## src/rtl/multicycle_sequencer_if.sv

```systemverilog
// -----------------------------------------------------------------------------
// multicycle_sequencer_if
//
// Purpose:
//   Shared-memory-port handshake between the multi-cycle sequencer and the
//   single memory port of the RV32I datapath. One address mux select, one read
//   strobe, one write strobe and one completion flag from the memory side.
//
// Signals:
//   ifetch     sequencer -> memory  address mux select (1 = PC, FETCH only)
//   mem_read   sequencer -> memory  read strobe
//   mem_write  sequencer -> memory  write strobe
//   mem_ready  memory -> sequencer  current access completes this cycle
//
// Modports:
//   master  the sequencer (drives strobes, observes mem_ready)
//   slave   the memory port (observes strobes, drives mem_ready)
// -----------------------------------------------------------------------------
interface multicycle_sequencer_if;
  logic ifetch;
  logic mem_read;
  logic mem_write;
  logic mem_ready;

  modport master (
    output ifetch,
    output mem_read,
    output mem_write,
    input  mem_ready
  );

  modport slave (
    input  ifetch,
    input  mem_read,
    input  mem_write,
    output mem_ready
  );
endinterface

```

## src/rtl/multicycle_sequencer.sv

```systemverilog
// -----------------------------------------------------------------------------
// multicycle_sequencer
//
// Purpose:
//   Timing/enable FSM for a multi-cycle RV32I datapath. Each instruction walks
//   FETCH -> DECODE -> EXECUTE -> (MEMORY) -> (WRITEBACK). The combinational
//   controller beside this block still provides ALU op/source, access length
//   and sign; this block only decides *when* things happen.
//
// Parameters:
//   MEM_TIMEOUT  consecutive not-ready cycles in FETCH/MEMORY before HALT with
//                timeout=1 (2..255)
//   CNT_W        width of the wait counter; must hold MEM_TIMEOUT-1
//
// Ports:
//   clk          rising-edge clock
//   reset        synchronous active-high reset (highest priority)
//   run          start/continue fetching; sampled only in IDLE and at retire
//   opcode       IR[6:0], stable from DECODE through retire
//   take_branch  branch decision, meaningful in EXECUTE
//   bus          memory-port handshake (ifetch, mem_read, mem_write, mem_ready)
//   ir_write     load IR (Mealy: FETCH and mem_ready)
//   pc_write     update PC this cycle (Mealy in MEMORY for stores)
//   pc_sel       PC source: 0 = PC+4, 1 = target
//   reg_write    register-file write enable (WRITEBACK only)
//   state        current state encoding
//   illegal      sticky: unsupported opcode seen in DECODE
//   timeout      sticky: memory did not answer within MEM_TIMEOUT cycles
//   instr_count  retired-instruction counter (wraps)
// -----------------------------------------------------------------------------
module multicycle_sequencer #(
  parameter int unsigned MEM_TIMEOUT = 16,
  parameter int unsigned CNT_W       = 8
) (
  input  logic                          clk,
  input  logic                          reset,
  input  logic                          run,
  input  logic [6:0]                    opcode,
  input  logic                          take_branch,
  multicycle_sequencer_if.master        bus,
  output logic                          ir_write,
  output logic                          pc_write,
  output logic                          pc_sel,
  output logic                          reg_write,
  output logic [2:0]                    state,
  output logic                          illegal,
  output logic                          timeout,
  output logic [31:0]                   instr_count
);

  // State encodings are externally visible on the state port.
  localparam logic [2:0] S_IDLE      = 3'd0;
  localparam logic [2:0] S_FETCH     = 3'd1;
  localparam logic [2:0] S_DECODE    = 3'd2;
  localparam logic [2:0] S_EXECUTE   = 3'd3;
  localparam logic [2:0] S_MEMORY    = 3'd4;
  localparam logic [2:0] S_WRITEBACK = 3'd5;
  localparam logic [2:0] S_HALT      = 3'd6;

  // Instruction classes latched in DECODE.
  localparam logic [3:0] CLS_R      = 4'd0;
  localparam logic [3:0] CLS_I      = 4'd1;
  localparam logic [3:0] CLS_LOAD   = 4'd2;
  localparam logic [3:0] CLS_STORE  = 4'd3;
  localparam logic [3:0] CLS_BRANCH = 4'd4;
  localparam logic [3:0] CLS_LUI    = 4'd5;
  localparam logic [3:0] CLS_AUIPC  = 4'd6;
  localparam logic [3:0] CLS_JAL    = 4'd7;
  localparam logic [3:0] CLS_JALR   = 4'd8;

  // Last count value before a not-ready cycle turns into a timeout.
  localparam logic [CNT_W-1:0] CNT_LAST = CNT_W'(MEM_TIMEOUT - 1);
  localparam logic [CNT_W-1:0] CNT_ZERO = {CNT_W{1'b0}};

  // Returns {legal, class} for an RV32I major opcode.
  function automatic logic [4:0] decode_op(input logic [6:0] op);
    logic [4:0] res;
    case (op)
      7'b0110011: res = {1'b1, CLS_R};
      7'b0010011: res = {1'b1, CLS_I};
      7'b0000011: res = {1'b1, CLS_LOAD};
      7'b0100011: res = {1'b1, CLS_STORE};
      7'b1100011: res = {1'b1, CLS_BRANCH};
      7'b0110111: res = {1'b1, CLS_LUI};
      7'b0010111: res = {1'b1, CLS_AUIPC};
      7'b1101111: res = {1'b1, CLS_JAL};
      7'b1100111: res = {1'b1, CLS_JALR};
      default:    res = {1'b0, CLS_R};
    endcase
    return res;
  endfunction

  logic [2:0]       state_q, state_d;
  logic [3:0]       cls_q, cls_d;
  logic [CNT_W-1:0] cnt_q, cnt_d;
  logic             illegal_q, illegal_d;
  logic             timeout_q, timeout_d;
  logic [31:0]      instr_count_q, instr_count_d;

  logic             retire_s;
  logic [4:0]       dec_s;
  logic             ifetch_s;
  logic             mem_read_s;
  logic             mem_write_s;

  assign dec_s = decode_op(opcode);

  // Next-state, strobe and bookkeeping logic for the whole FSM.
  always_comb begin
    state_d     = state_q;
    cls_d       = cls_q;
    cnt_d       = cnt_q;
    illegal_d   = illegal_q;
    timeout_d   = timeout_q;
    retire_s    = 1'b0;
    ifetch_s    = 1'b0;
    mem_read_s  = 1'b0;
    mem_write_s = 1'b0;
    ir_write    = 1'b0;
    pc_write    = 1'b0;
    pc_sel      = 1'b0;
    reg_write   = 1'b0;

    case (state_q)
      S_IDLE: begin
        if (run) begin
          state_d = S_FETCH;
          cnt_d   = CNT_ZERO;
        end else begin
          state_d = S_IDLE;
        end
      end

      S_FETCH: begin
        ifetch_s   = 1'b1;
        mem_read_s = 1'b1;
        // A ready on the final allowed cycle still completes the fetch.
        if (bus.mem_ready) begin
          ir_write = 1'b1;
          state_d  = S_DECODE;
        end else if (cnt_q == CNT_LAST) begin
          timeout_d = 1'b1;
          state_d   = S_HALT;
        end else begin
          cnt_d = cnt_q + {{(CNT_W-1){1'b0}}, 1'b1};
        end
      end

      S_DECODE: begin
        if (dec_s[4]) begin
          cls_d   = dec_s[3:0];
          state_d = S_EXECUTE;
        end else begin
          illegal_d = 1'b1;
          state_d   = S_HALT;
        end
      end

      S_EXECUTE: begin
        case (cls_q)
          CLS_BRANCH: begin
            pc_write = 1'b1;
            pc_sel   = take_branch;
            retire_s = 1'b1;
          end
          CLS_LOAD, CLS_STORE: begin
            state_d = S_MEMORY;
            cnt_d   = CNT_ZERO;
          end
          default: begin
            state_d = S_WRITEBACK;
          end
        endcase
      end

      S_MEMORY: begin
        if (cls_q == CLS_LOAD) begin
          mem_read_s = 1'b1;
        end else begin
          mem_write_s = 1'b1;
        end
        if (bus.mem_ready) begin
          if (cls_q == CLS_LOAD) begin
            state_d = S_WRITEBACK;
          end else begin
            // Store completes here: no writeback cycle needed.
            pc_write = 1'b1;
            retire_s = 1'b1;
          end
        end else if (cnt_q == CNT_LAST) begin
          timeout_d = 1'b1;
          state_d   = S_HALT;
        end else begin
          cnt_d = cnt_q + {{(CNT_W-1){1'b0}}, 1'b1};
        end
      end

      S_WRITEBACK: begin
        reg_write = 1'b1;
        pc_write  = 1'b1;
        pc_sel    = (cls_q == CLS_JAL) || (cls_q == CLS_JALR);
        retire_s  = 1'b1;
      end

      S_HALT: begin
        state_d = S_HALT;
      end

      default: begin
        // Encoding 7 is never entered; fall back to a clean start.
        state_d = S_IDLE;
      end
    endcase

    // Retire is the only point besides IDLE where run is sampled.
    if (retire_s) begin
      instr_count_d = instr_count_q + 32'd1;
      cnt_d         = CNT_ZERO;
      if (run) begin
        state_d = S_FETCH;
      end else begin
        state_d = S_IDLE;
      end
    end else begin
      instr_count_d = instr_count_q;
    end
  end

  // State and bookkeeping registers with synchronous reset.
  always_ff @(posedge clk) begin
    if (reset) begin
      state_q       <= S_IDLE;
      cls_q         <= CLS_R;
      cnt_q         <= CNT_ZERO;
      illegal_q     <= 1'b0;
      timeout_q     <= 1'b0;
      instr_count_q <= 32'd0;
    end else begin
      state_q       <= state_d;
      cls_q         <= cls_d;
      cnt_q         <= cnt_d;
      illegal_q     <= illegal_d;
      timeout_q     <= timeout_d;
      instr_count_q <= instr_count_d;
    end
  end

  assign bus.ifetch    = ifetch_s;
  assign bus.mem_read  = mem_read_s;
  assign bus.mem_write = mem_write_s;
  assign state         = state_q;
  assign illegal       = illegal_q;
  assign timeout       = timeout_q;
  assign instr_count   = instr_count_q;

endmodule

```

## src/flat_wrapper.sv

```systemverilog
// flat-port wrapper written by rule: the top's interface ports become plain ports
module multicycle_sequencer_flat 
#(
  parameter int unsigned MEM_TIMEOUT = 16,
  parameter int unsigned CNT_W       = 8
)
  (clk, reset, run, opcode, take_branch, ir_write, pc_write, pc_sel, reg_write, state, illegal, timeout, instr_count, bus_ifetch, bus_mem_read, bus_mem_write, bus_mem_ready);
  multicycle_sequencer_if bus_i ();
  input  logic clk;
  input  logic reset;
  input  logic run;
  input  logic [6:0] opcode;
  input  logic take_branch;
  output logic ir_write;
  output logic pc_write;
  output logic pc_sel;
  output logic reg_write;
  output logic [2:0] state;
  output logic illegal;
  output logic timeout;
  output logic [31:0] instr_count;
  output wire logic [$bits(bus_i.ifetch)-1:0] bus_ifetch;
  output wire logic [$bits(bus_i.mem_read)-1:0] bus_mem_read;
  output wire logic [$bits(bus_i.mem_write)-1:0] bus_mem_write;
  input wire logic [$bits(bus_i.mem_ready)-1:0] bus_mem_ready;
  assign bus_ifetch = bus_i.ifetch;
  assign bus_mem_read = bus_i.mem_read;
  assign bus_mem_write = bus_i.mem_write;
  assign bus_i.mem_ready = bus_mem_ready;
  multicycle_sequencer #(.MEM_TIMEOUT(MEM_TIMEOUT), .CNT_W(CNT_W)) u_core (.clk(clk), .reset(reset), .run(run), .opcode(opcode), .take_branch(take_branch), .bus(bus_i), .ir_write(ir_write), .pc_write(pc_write), .pc_sel(pc_sel), .reg_write(reg_write), .state(state), .illegal(illegal), .timeout(timeout), .instr_count(instr_count));
endmodule
```

## config.mk

```make
export PLATFORM = sky130hd
export DESIGN_NAME = multicycle_sequencer_flat
export DESIGN_NICKNAME = d
export VERILOG_FILES = /design/src/rtl/multicycle_sequencer_if.sv /design/src/rtl/multicycle_sequencer.sv /design/src/flat_wrapper.sv
export SDC_FILE = /design/constraint.sdc
export NUM_CORES = 1
export LEC_CHECK = 0
export ABC_AREA = 1
export CORE_MARGIN = 5
export CORE_UTILIZATION = 33
export CTS_CLUSTER_SIZE = 12
export DETAILED_ROUTE_END_ITERATION = 6
export GPL_TIMING_DRIVEN = 0
export REMOVE_ABC_BUFFERS = 1
export SYNTH_ARGS = -nofsm -noshare
export SYNTH_HDL_FRONTEND = slang
export SYNTH_SLANG_ARGS = --single-unit
```

## constraint.sdc

```tcl
create_clock -name clk -period 2.1 [get_ports clk]
set_input_delay 0.525 -clock clk [delete_from_list [all_inputs] [get_ports clk]]
set_output_delay 0.525 -clock clk [all_outputs]
set_load 0.05 [all_outputs]
```

==> impl_metrics.toml <==
[status]
status = "finished clean"

[yosys]
netlist_top_cells_count = "nand2_1, nor2_1, dfxtp_1"
synth_top_family_by_area = "simple AND/OR/NAND/NOR gates"
synth_top_area_cell = "dfxtp_1"
ys_ff_latch = 49
ys_warn_count = 0
synth_xor_area_share_pct = 2.54
synth_adder_area_share_pct = 0.805
synth_top_flop_cell = "dfxtp_1"
async_flop_share_pct = 0
synth-compound-area-share_pct = 10.6
synthesis.area_mm2 = 0.00311
synth_edf_count = 0
synth.yosys.seq_area_share_pct = 31.5
syn-mean-instance-area_um2 = 5.96
synthCells = 522
yosys.area.top_type_share_pct = 31.5
synth-simple-area-share_pct = 46.7
synth.most_common_cell = "nand2_1"
synthTopCellsByArea = "dfxtp_1, nand2_1, nor2_1"
yosys-mux-area-fraction_pct = 0
yosysUniqueCellTypes = 33

[floorplanning]
fp-row-count = 35
die_y_um = 107
fp.dieW_um = 107
initial_core_util_pct = 33.8
core_area_mm2 = 0.00920
dieArea_mm2 = 0.0115
io_pins = 56

[critical_path]
crit_path_top_delay_cell = "clkdlybuf4s50_1"
reg2reg_depth = 10
cp_num_buf_inv = 1
critPathLaunchType = "flip-flop"
crit_chain = "clkdlybuf4s50_1"
r2r-end = "u_core.state[0]"
crit_type = "flip-flop to output port"
crit_arrival_ns = 1.57
crit_end = "instr_count[7]"
rrSetupSlack_ns = 0.31
cp_max_fo = 5
endpoint_kind = "output port"
max_stage_delay_ns = 0.84
cp.required_ns = 1.57
critPathLaunch = "u_core.instr_count[7]"
crit_family = "buffers and inverters"
reg2reg_from = "u_core.state[2]"
cp.depth = 1

[placement]
place_congestion = 0.917
post-dp-hpwl_mm = 6.25
io_buffers = 55

[final_layout]
final_util_pct = 43.0
fin_nets = 593
syn_to_final_growth_pct = 27.0
drive_above_1_share_pct = 8.28
antenna_cells = 0
nFillCells = 989

[timing]
drv_slew = 0
hold-worst-slack_ns = 0.468
tightest_slew_ns = 0.712
finalCriticalPeriod_ns = 2.09
clock.fmax_ghz = 0.478
hold_viol = 0
skew_ns = 0.0130
layout_worst_path_cycle_share_pct = 99.6
relSlewSlack_pct = 52.5
setup_viol = 0
rsz0062_at_grt = "no"

[cts]
root_buffer = "clkbuf_8"
tritoncts = "built"
clkLatencyLatePin_ns = 0.31
clk_pin_slew_ns = 0.10
clk_path_buf_depth = 2
postCtsHoldBufs = 0
cts_made_buffers = 5
cts.sinks = 49
h-tree-depth = 2

[grt]
grt_pass1_vias = 3184
grt_pass1_wl_mm = 14.8
antenna_found_initial = 0
use_met1_pct = 19.8
grt_max_degree = 32
grt_use_met3_pct = 3.31
gr-usage-all-layers_pct = 15.7
top_usage_layer = "met2"
grt_overflow_total = 0
use_met2_pct = 26.7

[job]
drv_cap = 0

[routing]
drc_errors = 0
drtIter0Drc = 101
routedWlPerCell_um = 12.8
ant_nets = 0
viasPerCell = 4.89
dr.pass1.iters = 4
vias = 3377
drt-total-wl_mm = 8.85

[pwr]
p_leak_uw = 0.00178
powerDensity_mw_per_mm2 = 628
ir_drop_mv = 0.511

[worst_hold_path]
hold_depth = 2
hold_class = "flip-flop to flip-flop"
[worst min path at each step]
stage	from	to
global placement	u_core.cls_q[2]	u_core.cls_q[2]
detailed placement	u_core.timeout	u_core.timeout
finish	u_core.cls_q[2]	u_core.cls_q[2]
floorplan	u_core.cls_q[2]	u_core.cls_q[2]
CTS	u_core.cls_q[2]	u_core.cls_q[2]
global route	u_core.illegal	u_core.illegal
[report_power, final]
part	leakage, uW	switching [uW]	total [uW]	internal, uW
combinational	0.00132	560	767	207
sequential	0.000396	46.4	1010	966
clock	0.0000554	343	702	358
[layout make-up]
class / instances / area (um^2) / share of cell area, %
multi-input combinational: 414 / 1950 / 49.5
sequential: 49 / 985 / 24.9
timing repair buffer: 58 / 569 / 14.4
tap: 111 / 139 / 3.52
clock inverter: 2 / 38.8 / 0.982
inverter: 51 / 191 / 4.85
clock buffer: 6 / 72.6 / 1.84
[through the flow]
step | worst slack (ns) | TNS (ns) | instances | cell area, um^2 | power, uW
2_1_floorplan | -0.566 | -20.86 | 512 | 3060 | 1530
4_1_cts | 0.0000715 | 0 | 689 | 3890 | 2490
3_5_place_dp | -1.30 | -26.68 | 678 | 3750 | 1770
6_report | 0.00770 | 0 | 691 | 3950 | 2480
3_3_place_gp | -1.30 | -25.75 | 678 | 3750 | 1770
5_1_grt | 0.000226 | 0 | 691 | 3950 | 2610
[registers in the layout (all words and copies together) (netlist names)]
| register | cells |
|---|---|
| u_core.timeout | 1 |
| u_core.illegal | 1 |
| u_core.cls_q | 4 |
| u_core.instr_count | 32 |
| u_core.state | 3 |
| u_core.cnt_q | 8 |
[logic make-up (layout without fill, tap and decap cells)]
kind of cell / after synthesis / in the layout
XOR/XNOR: 9 / 9
AND/OR/NAND/NOR: 340 / 342
adder cells (fa/ha/maj): 2 / 2
AO/OA/AOI/OAI: 61 / 61
buffers and inverters: 61 / 117
flip-flops: 49 / 49
[layer usage]
layer	share of wire, %	wire, um	vias to the layer above
li1	-	-	1776
met1	47	4140	1494
met3	6.4	563	24
met5	0	0	-
met2	45	3960	83
met4	2.2	191	0
[cell usage in the layout (no fill, tap or decap), drive strengths merged, types with 8 or more instances in the layout]
cell	netlist	final
nor3	8	8
inv	51	51
nor2	95	95
a21oi	41	41
dlymetal6s2s	0	11
nand4	8	8
nand2	188	190
dlygate4sd2	0	21
xor2	8	8
nand3	24	24
o21ai	12	12
dfxtp	49	49
clkdlybuf4s50	0	15
nand3b	13	13
buf	6	8
[what timing repair did]
action	in CTS	in global routing
resized for setup	70	26
pin swaps	2	1
cloned	2	0
setup endpoints to repair	69	24
buffers inserted	1	2
No activity file was read; power rests on OpenSTA's default activity.
